`config.mk`:
```
export PLATFORM = sky130hd
export DESIGN_NAME = draw_arbiter_flat
export DESIGN_NICKNAME = d
export VERILOG_FILES = /design/src/rtl/draw_arbiter_if.sv /design/src/rtl/draw_arbiter.sv /design/src/flat_wrapper.sv
export SDC_FILE = /design/constraint.sdc
export NUM_CORES = 1
export LEC_CHECK = 0
export ABC_AREA = 1
export CAP_MARGIN = 10
export CORE_MARGIN = 3
export CORE_UTILIZATION = 40
export DETAILED_ROUTE_END_ITERATION = 16
export PLACE_DENSITY = 0.88
export REMOVE_ABC_BUFFERS = 1
export SYNTH_ARGS = -nofsm -noshare
export SYNTH_HDL_FRONTEND = slang
export SYNTH_SLANG_ARGS = --single-unit
```
`constraint.sdc`:
```
create_clock -name clk -period 1.7 [get_ports clk]
set_input_delay 0.17 -clock clk [delete_from_list [all_inputs] [get_ports clk]]
set_output_delay 0.17 -clock clk [all_outputs]
set_load 0.01 [all_outputs]
```
`src/rtl/draw_arbiter_if.sv`:
```
`default_nettype none
// ============================================================================
// Module      : draw_arbiter_if
// Description : Bundles the three drawing requesters and the shared VGA write
//               port of the draw arbiter.
//               master - requester side (drives req/done/pixel data, observes
//                        grant, VGA port and status)
//               slave  - arbiter side
//               Signals:
//                 req[2:0], done[2:0], we_in[2:0]  per-requester control
//                 x0..x2, y0..y2 [9:0], c0..c2 [2:0] per-requester pixel data
//                 grant[2:0]                        one-hot owner
//                 vga_we, vga_x, vga_y, vga_color   shared VGA write port
//                 busy, timeout                     status
// Revision    : 1.0 - initial release
// ============================================================================
interface draw_arbiter_if;
  logic [2:0] req;
  logic [2:0] done;
  logic [2:0] we_in;
  logic [9:0] x0;
  logic [9:0] x1;
  logic [9:0] x2;
  logic [9:0] y0;
  logic [9:0] y1;
  logic [9:0] y2;
  logic [2:0] c0;
  logic [2:0] c1;
  logic [2:0] c2;
  logic [2:0] grant;
  logic       vga_we;
  logic [9:0] vga_x;
  logic [9:0] vga_y;
  logic [2:0] vga_color;
  logic       busy;
  logic       timeout;

  modport master (
    output req, done, we_in, x0, x1, x2, y0, y1, y2, c0, c1, c2,
    input  grant, vga_we, vga_x, vga_y, vga_color, busy, timeout
  );

  modport slave (
    input  req, done, we_in, x0, x1, x2, y0, y1, y2, c0, c1, c2,
    output grant, vga_we, vga_x, vga_y, vga_color, busy, timeout
  );
endinterface
`default_nettype wire

```
`src/rtl/draw_arbiter.sv`:
```
`default_nettype none
// ============================================================================
// Module      : draw_arbiter
// Description : Round-robin arbiter giving one of three drawing engines
//               (ball, paddle, brick) exclusive use of the VGA pixel write
//               port. A grant is held until the owner signals done or a
//               watchdog of MAX_HOLD active cycles expires.
//               Ports:
//                 clk    - system clock, rising edge
//                 resetn - asynchronous active-low reset
//                 bus    - draw_arbiter_if.slave (requesters + VGA port)
// Revision    : 1.0 - initial release
// ============================================================================
module draw_arbiter #(
  parameter logic [19:0] MAX_HOLD = 20'd1000
) (
  input  logic          clk,
  input  logic          resetn,
  draw_arbiter_if.slave bus
);

  typedef enum logic [1:0] {
    S_IDLE    = 2'd0,
    S_GRANT   = 2'd1,
    S_ACTIVE  = 2'd2,
    S_RELEASE = 2'd3
  } state_t;

  localparam logic [19:0] C_HOLD_LAST = MAX_HOLD - 20'd1;

  state_t      r_state;
  logic [2:0]  r_grant;
  logic [1:0]  r_last;
  logic [19:0] r_cnt;
  logic        r_timeout;

  logic [2:0]  w_pick;
  logic [1:0]  w_gidx;
  logic        w_done_g;
  logic        w_we_g;

  // Priority order rotates so the requester after the most recent owner is
  // tried first.
  always_comb begin
    w_pick = 3'b000;
    case (r_last)
      2'd0: begin
        if      (bus.req[1]) w_pick = 3'b010;
        else if (bus.req[2]) w_pick = 3'b100;
        else if (bus.req[0]) w_pick = 3'b001;
      end
      2'd1: begin
        if      (bus.req[2]) w_pick = 3'b100;
        else if (bus.req[0]) w_pick = 3'b001;
        else if (bus.req[1]) w_pick = 3'b010;
      end
      default: begin
        if      (bus.req[0]) w_pick = 3'b001;
        else if (bus.req[1]) w_pick = 3'b010;
        else if (bus.req[2]) w_pick = 3'b100;
      end
    endcase
  end

  assign w_gidx   = r_grant[2] ? 2'd2 : (r_grant[1] ? 2'd1 : 2'd0);
  // Masking with the grant keeps done/we_in of other requesters out.
  assign w_done_g = |(bus.done & r_grant);
  assign w_we_g   = |(bus.we_in & r_grant);

  always_ff @(posedge clk or negedge resetn) begin
    if (!resetn) begin
      r_state   <= S_IDLE;
      r_grant   <= 3'b000;
      r_last    <= 2'd2;
      r_cnt     <= 20'd0;
      r_timeout <= 1'b0;
    end else begin
      r_timeout <= 1'b0;
      case (r_state)
        S_IDLE: begin
          if (|bus.req) begin
            r_state <= S_GRANT;
            r_grant <= w_pick;
            r_cnt   <= 20'd0;
          end
        end
        S_GRANT: begin
          if (w_done_g) begin
            r_state <= S_RELEASE;
            r_grant <= 3'b000;
            r_last  <= w_gidx;
          end else begin
            r_state <= S_ACTIVE;
          end
        end
        S_ACTIVE: begin
          r_cnt <= r_cnt + 20'd1;
          if (w_done_g) begin
            // done wins over a coincident watchdog expiry
            r_state <= S_RELEASE;
            r_grant <= 3'b000;
            r_last  <= w_gidx;
          end else if (r_cnt == C_HOLD_LAST) begin
            r_state   <= S_RELEASE;
            r_grant   <= 3'b000;
            r_last    <= w_gidx;
            r_timeout <= 1'b1;
          end
        end
        S_RELEASE: begin
          r_state <= S_IDLE;
        end
        default: begin
          r_state <= S_IDLE;
        end
      endcase
    end
  end

  assign bus.grant     = r_grant;
  assign bus.busy      = (r_state != S_IDLE);
  assign bus.timeout   = r_timeout;
  assign bus.vga_we    = (r_state == S_ACTIVE) && w_we_g;
  // One-hot AND-OR mux; all-zero grant yields all-zero pixel data.
  assign bus.vga_x     = ({10{r_grant[0]}} & bus.x0) |
                         ({10{r_grant[1]}} & bus.x1) |
                         ({10{r_grant[2]}} & bus.x2);
  assign bus.vga_y     = ({10{r_grant[0]}} & bus.y0) |
                         ({10{r_grant[1]}} & bus.y1) |
                         ({10{r_grant[2]}} & bus.y2);
  assign bus.vga_color = ({3{r_grant[0]}} & bus.c0) |
                         ({3{r_grant[1]}} & bus.c1) |
                         ({3{r_grant[2]}} & bus.c2);

endmodule
`default_nettype wire

```
`src/flat_wrapper.sv`:
```
// flat-port wrapper written by rule: the top's interface ports become plain ports
module draw_arbiter_flat 
#(
  parameter logic [19:0] MAX_HOLD = 20'd1000
)
  (clk, resetn, bus_req, bus_done, bus_we_in, bus_x0, bus_x1, bus_x2, bus_y0, bus_y1, bus_y2, bus_c0, bus_c1, bus_c2, bus_grant, bus_vga_we, bus_vga_x, bus_vga_y, bus_vga_color, bus_busy, bus_timeout);
  draw_arbiter_if bus_i ();
  input  logic clk;
  input  logic resetn;
  input wire logic [$bits(bus_i.req)-1:0] bus_req;
  input wire logic [$bits(bus_i.done)-1:0] bus_done;
  input wire logic [$bits(bus_i.we_in)-1:0] bus_we_in;
  input wire logic [$bits(bus_i.x0)-1:0] bus_x0;
  input wire logic [$bits(bus_i.x1)-1:0] bus_x1;
  input wire logic [$bits(bus_i.x2)-1:0] bus_x2;
  input wire logic [$bits(bus_i.y0)-1:0] bus_y0;
  input wire logic [$bits(bus_i.y1)-1:0] bus_y1;
  input wire logic [$bits(bus_i.y2)-1:0] bus_y2;
  input wire logic [$bits(bus_i.c0)-1:0] bus_c0;
  input wire logic [$bits(bus_i.c1)-1:0] bus_c1;
  input wire logic [$bits(bus_i.c2)-1:0] bus_c2;
  output wire logic [$bits(bus_i.grant)-1:0] bus_grant;
  output wire logic [$bits(bus_i.vga_we)-1:0] bus_vga_we;
  output wire logic [$bits(bus_i.vga_x)-1:0] bus_vga_x;
  output wire logic [$bits(bus_i.vga_y)-1:0] bus_vga_y;
  output wire logic [$bits(bus_i.vga_color)-1:0] bus_vga_color;
  output wire logic [$bits(bus_i.busy)-1:0] bus_busy;
  output wire logic [$bits(bus_i.timeout)-1:0] bus_timeout;
  assign bus_i.req = bus_req;
  assign bus_i.done = bus_done;
  assign bus_i.we_in = bus_we_in;
  assign bus_i.x0 = bus_x0;
  assign bus_i.x1 = bus_x1;
  assign bus_i.x2 = bus_x2;
  assign bus_i.y0 = bus_y0;
  assign bus_i.y1 = bus_y1;
  assign bus_i.y2 = bus_y2;
  assign bus_i.c0 = bus_c0;
  assign bus_i.c1 = bus_c1;
  assign bus_i.c2 = bus_c2;
  assign bus_grant = bus_i.grant;
  assign bus_vga_we = bus_i.vga_we;
  assign bus_vga_x = bus_i.vga_x;
  assign bus_vga_y = bus_i.vga_y;
  assign bus_vga_color = bus_i.vga_color;
  assign bus_busy = bus_i.busy;
  assign bus_timeout = bus_i.timeout;
  draw_arbiter #(.MAX_HOLD(MAX_HOLD)) u_core (.clk(clk), .resetn(resetn), .bus(bus_i));
endmodule
```
; ---- Yosys cells after proc, flatten, opt, wreduce, memory -nomap -nowiden
; Cells that the tools add are included.
; Widths: inputs -> output; s select.
[totals]
output_inout_bits = 29
inputBits = 80
ff_bits = 28
elab_cells = 76
[classes]
mux = 31
n_reduce_logical = 14
bitwise_logic = 17
eq_ne = 8
addsub = 1
[ops]
columns = operator, count
row1 = $and 10x10->10, 6
row2 = $or 10x10->10, 4
row3 = $pmux 20 s2, 1
row4 = $mux 3, 11
row5 = $add 20x1->20 const B, 1
row6 = $eq 20x10->1 const B, 1
row7 = $mux 20, 1
row8 = $mux 2, 8
row9 = $and 3x3->3, 5
row10 = $pmux 3 s3, 1
row11 = $reduce_or 3->1, 3
row12 = $pmux 2 s4, 1
row13 = $mux 1, 6
row14 = $or 3x3->3, 2
row15 = $pmux 3 s2, 1
row16 = $reduce_bool 2->1, 3
row17 = $eq 2x1->1 const B, 2
row18 = $eq 2x2->1 const B, 2
row19 = $logic_not 2->1, 2
row20 = $ne 2x1->1 const B, 2
row21 = $pmux 2 s2, 1
row22 = $reduce_and 2->1, 2
row23 = $reduce_and 4->1, 1
row24 = $ne 3x1->1 const B, 1
row25 = 3 further kinds, 3

; ---- Depth between registers and ports, before layout
[logic_depth]
word_depth = 6
mapped_depth = 10
depth_no_buf = 10

; ---- Worst setup path after synthesis
; No wires, ideal clock.
[synth_path]
path_type = reg-to-reg
start = register u_core.r_state[0]
end = register u_core.r_cnt[4]
slack_ns = 0.185
t_arrival_ns = 1.395
path_stages_with_launch = 9
synth_period_minus_slack_ns = 1.515
cell_sequence = dfrtp_1 > inv_1 > ha_1 > nor2_1 > inv_2 > nand2_8 > nor2_2 > or2_0 > and3_1
[synth_between]
elab_chain_len = 3
elab_cells_between_ends = 6
classes_between = 2 x eq/ne / 1 x mux / 3 x reduce/logical
[synth_lines]
columns = element, line
row1 = from (decl), draw_arbiter.sv:31  ; state_t r_state;
row2 = from (signal assigned), draw_arbiter.sv:72  ; r_state <= S_IDLE;
row3 = from (signal assigned), draw_arbiter.sv:82  ; r_state <= S_GRANT;
row4 = from (signal assigned), draw_arbiter.sv:89  ; r_state <= S_RELEASE;
row5 = $eq 2x2->1 / $logic_not 2->1 (equally long branches), draw_arbiter.sv:79  ; case (r_state)
row6 = $reduce_bool 2->1 (no line) / $ne 2x1->1 (equally long branches), --
row7 = $reduce_and 2->1 (no line), --
row8 = to (signal assigned), draw_arbiter.sv:97  ; r_cnt <= r_cnt + 20'd1;
row9 = to (decl), draw_arbiter.sv:34  ; logic [19:0] r_cnt;
; Several ways; a longest one is shown, not always the timed one.
; A chain may end at the register's enable or synchronous reset.

; ---- Worst setup path in the final report
[layout_path]
start = register u_core.r_grant[2] (netlist: u_core.bus.grant[2])
end = output port bus_vga_x[8]
[layout_between]
elab_chain_len = 2
[layout_lines]
columns = element, line
row1 = from (decl), draw_arbiter.sv:32  ; logic [2:0] r_grant;
row2 = from (signal assigned), draw_arbiter.sv:83  ; r_grant <= w_pick;
row3 = $and 10x10->10, draw_arbiter.sv:127  ; ({10{r_grant[2]}} & bus.x2);
row4 = $or 10x10->10, draw_arbiter.sv:126  ; ({10{r_grant[1]}} & bus.x1) |
row5 = to (decl), flat_wrapper.sv:24  ; output wire logic [$bits(bus_i.vga_x)-1:0] bus_vga_x;
; Every way passes these cells.

==> reports/results.txt <==
For the H-tree depth reported by CTS, the log shows 1. For the finished layout, the period the worst path requires is 1630 ps. The average cell area after synthesis was 6.38 µm².

The final cell count without fillers came out at 558. The fraction of the mapped netlist area in simple logic gates was 0.522. Number of max-capacitance violations reported: 0. Yosys printed 0 warnings. Entering global routing, the biggest net connects 29 pins. The clock latency at the later pin of the worst-skew pair came out at 280 ps. The first global-routing pass estimated 11500 µm of wire.

The final critical-path share of the clock period works out to 0.958. The logs give 0 for the count of endpoints failing hold in the final timing report and 0 for the hold buffer count at CTS. TritonCTS built the clock tree. The slew at the pin with the worst max-slew slack was 380 ps; the arrival time of data at the critical path endpoint was 1460 ps. For this block, the initial DRC count from the detailed router was 168.

For this design the static power due to leakage is 1.78 nW. The tools report the wire length after detailed routing as 7430 µm. The worst setup path is of the flip-flop to output pin kind. After synthesis, the largest family of logic cells by area is simple AND/OR/NAND/NOR gates.

Type of the worst min-delay path: primary input to async pin. The width of the chip came out at 82.3 µm. After detailed placement, the design holds a cell count of 544. After detailed routing, the number of remaining DRC violations is 0. The number of optimization iterations in the first detailed-route pass came out at 4. The maximum fanout encountered on the critical timing path is 5, and the power consumption is 3.86 mW. The share of layout cells above drive strength 1 is 0.144, and the worst clock skew is 6.74 ps.

Post-synthesis adder-cell area fraction: 0.0323. The flow ran to the end, and the final reports show no timing, DRC or antenna violations. The worst setup path is captured at an output pin.

The maximum root-to-sink buffer count was 2. The run gives 494 as the number of inserted filler cells in the final layout. After detailed placement, the total cell area comes to 3530 µm². CTS placed an instance of clkbuf_8 at the clock tree root.

The signed area change from the synthesized netlist to the final layout is 58.8%. Yosys attributes the largest share of cell area to dfrtp_1 (29%), nand2_1 (23%), nand3_1 (7.7%). Dividing the detail-routed wire length by the instance count gives 13.3 µm. The XOR/XNOR share of the synthesized area was 0.00376; the final weighted congestion in routability-driven placement was 0.882.

The initialized floorplan defines 27 standard-cell rows. The number of global-route vias before repair is 2616. Buffers inserted during clock tree synthesis total 3. The final number of max-transition violations came out at 0. The I/O pin count is 109. For the number of antenna violations at the first check in global routing, the log shows 0.

STA classifies the critical path startpoint as a flip-flop. The sequential area share after synthesis is 0.302. The run gives 0.663 as the core occupancy in the finished layout.

The remaining antenna violation count was 0. The cell taking the most area after synthesis was dfrtp_1. The number of sinks handled by clock tree synthesis is 28, and the number of setup violations in the final report is 0.

The total area inside the core boundary comes to 5570 µm². The tools report the worst-case headroom to the max-slew limit as 0.745. The effective utilization at floorplan is 0.418.

Using the TritonRoute via totals, the vias-per-cell ratio works out to 4.84. The routed via count is 2701, and the area share of the largest cell type after synthesis is 0.290. The clock transition at the registers of the reported paths was 100 ps. The logs give 6770 µm² for the die outline area and 33 for the count of cell types in the netlist.

Summed over all nets, the half-perimeter wirelength after detailed placement is 5870 µm. The post-layout net count was 573. Across the whole layout, storage elements account for 703 µm². For the highest ir drop seen on vdd, the log shows 614 µV. With fillers left out, the area of the finished cells amounts to 3690 µm².

The data required time of the worst path was 1530 ps; the share of cell area taken by muxes after synthesis was 0. The area taken by multi-input logic gates was 1440 µm². Overall die height: 82.3 µm. The total overflow left after global routing is 0. The number of antenna diodes in the final layout is 0.

In this run the power density over the cells is 1040 nW/µm². The synthesized design contains 28 register bits. Count of input and output buffers: 108. Summed instance area of the synthesized netlist: 2330 µm². The complex-gate fraction of the synthesized area is 0.0473, and the instance count of the mapped netlist is 365. The tools report the aggregate global-route resource usage as 0.213.

For the top achievable clock speed, the log shows 614 MHz.
==> path summary, 6_finish.rpt <==
check / start / to / slack (ps) / cells past startpoint
min in group clk: u_core.r_last[1] / u_core.r_last[1] / 500 / 2
worst min-delay path: resetn / u_core.r_cnt[17] / 260 / 2
worst max-delay path: u_core.bus.grant[2] / bus_vga_x[8] / 70 / 5
worst min register to register: u_core.r_last[1] / u_core.r_last[1] / 500 / 2
worst max register to register: u_core.r_state[1] / u_core.r_cnt[4] / 90 / 9
max in group asynchronous: resetn / u_core.r_last[1] / 1130 / 2
==> cells in the mapped netlist <==
cell and instances:
nor3_1 4, nor2_1 35, clkbuf_1 6, inv_1 32, nor3_2 1, inv_2 4, nand2_8 1, nand3b_1 1
xnor2_1 1, nor2_8 1, or2_0 1, nand2_1 145, buf_4 2, dfrtp_1 27, o21ai_2 1, and3_1 1
inv_6 1, nand2_2 8, o21ai_0 7, nand3_4 1, nand4_1 11, a21oi_1 4, dfstp_2 1, buf_8 1
nand3_2 5, o21ai_1 4, ha_1 6, nor2_4 3, nor2_2 6, nand3_1 36, a21oi_2 3, nand2_4 1
buf_2 4
==> sequential cells by signal (all words and copies together) (netlist names) <==
name	count
u_core.r_state	2
u_core.r_cnt	20
u_core.bus.timeout	1
u_core.bus.grant	3
u_core.r_last	2
==> cell families (layout without fill, tap and decap cells) <==
family,Yosys count,in the layout
simple gates,261,261
xor+xnor,1,1
compound gates,19,19
fa+ha+maj,6,6
buf+inv,50,171
flops,28,28
==> final cells by class <==
type,instances,share of cell area
well taps,72,0.0244
flip-flops and latches,28,0.190
repair buffers,130,0.338
multi-input cells,287,0.389
clock inverters,1,0.00813
clock buffers,3,0.0112
inverters,37,0.0389
==> worst max-delay path: stages, from the launching register on <==
cell,delay (ps)
dfrtp_1,430
buf_4,150
buf_4,140
nand2_1,60
nand3_1,100
dlygate4sd2_1,300
==> report_power, final <==
group          switching (mW)  internal, mW  total, mW  leakage (nW)
clock                   0.225         0.316      0.541        0.0357
sequential             0.0671         0.761      0.828         0.378
combinational            1.39          1.10       2.49          1.37
total                    1.68          2.18       3.86          1.78
==> through the flow <==
stage	hold WS, ps	worst slack [ps]	setup TNS (ps)
after floorplan	-126	103	0
after CTS	277	2.16	0
after global placement	468	132	0
final	261	71.5	0
after global routing	286	-21.6	-25.9
after detailed placement	488	57.2	0
==> metal layers <==
layer	vias up	wire, µm	track usage
li1	1388	-	-
met1	1234	3090	0.278
met2	68	3940	0.374
met3	11	313	0.0304
met4	0	92	0.0365
met5	-	0	0
==> layout by cell type (no fill, tap or decap), types with 2 or more instances in the layout <==
| master | instances |
|---|---|
| inv_1 | 29 |
| nand2_2 | 8 |
| a21oi_2 | 3 |
| dlygate4sd2_1 | 21 |
| nand4_1 | 11 |
| nand2_1 | 145 |
| clkbuf_8 | 3 |
| ha_1 | 4 |
| clkdlybuf4s15_1 | 2 |
| nor3_1 | 4 |
| o21ai_1 | 4 |
| nor2_2 | 7 |
| nor2_4 | 3 |
| a21oi_1 | 4 |
| nand3_1 | 36 |
| ha_4 | 2 |
| o21ai_0 | 7 |
| dlymetal6s2s_1 | 4 |
| buf_6 | 2 |
| nor2_1 | 34 |
| clkdlybuf4s50_1 | 81 |
| buf_4 | 19 |
| dfrtp_1 | 26 |
| nand3_2 | 5 |
| inv_2 | 7 |
==> what timing repair did <==
| item | CTS | global route |
|---|---|---|
| pin swaps | 0 | 2 |
| hold endpoints to repair | 0 | 0 |
| gates cloned | 1 | 0 |
| buffers inserted | 4 | 5 |
| endpoints found under the setup margin | 25 | 19 |
| resized for setup | 32 | 9 |
Power figures use the tool's default switching activity.
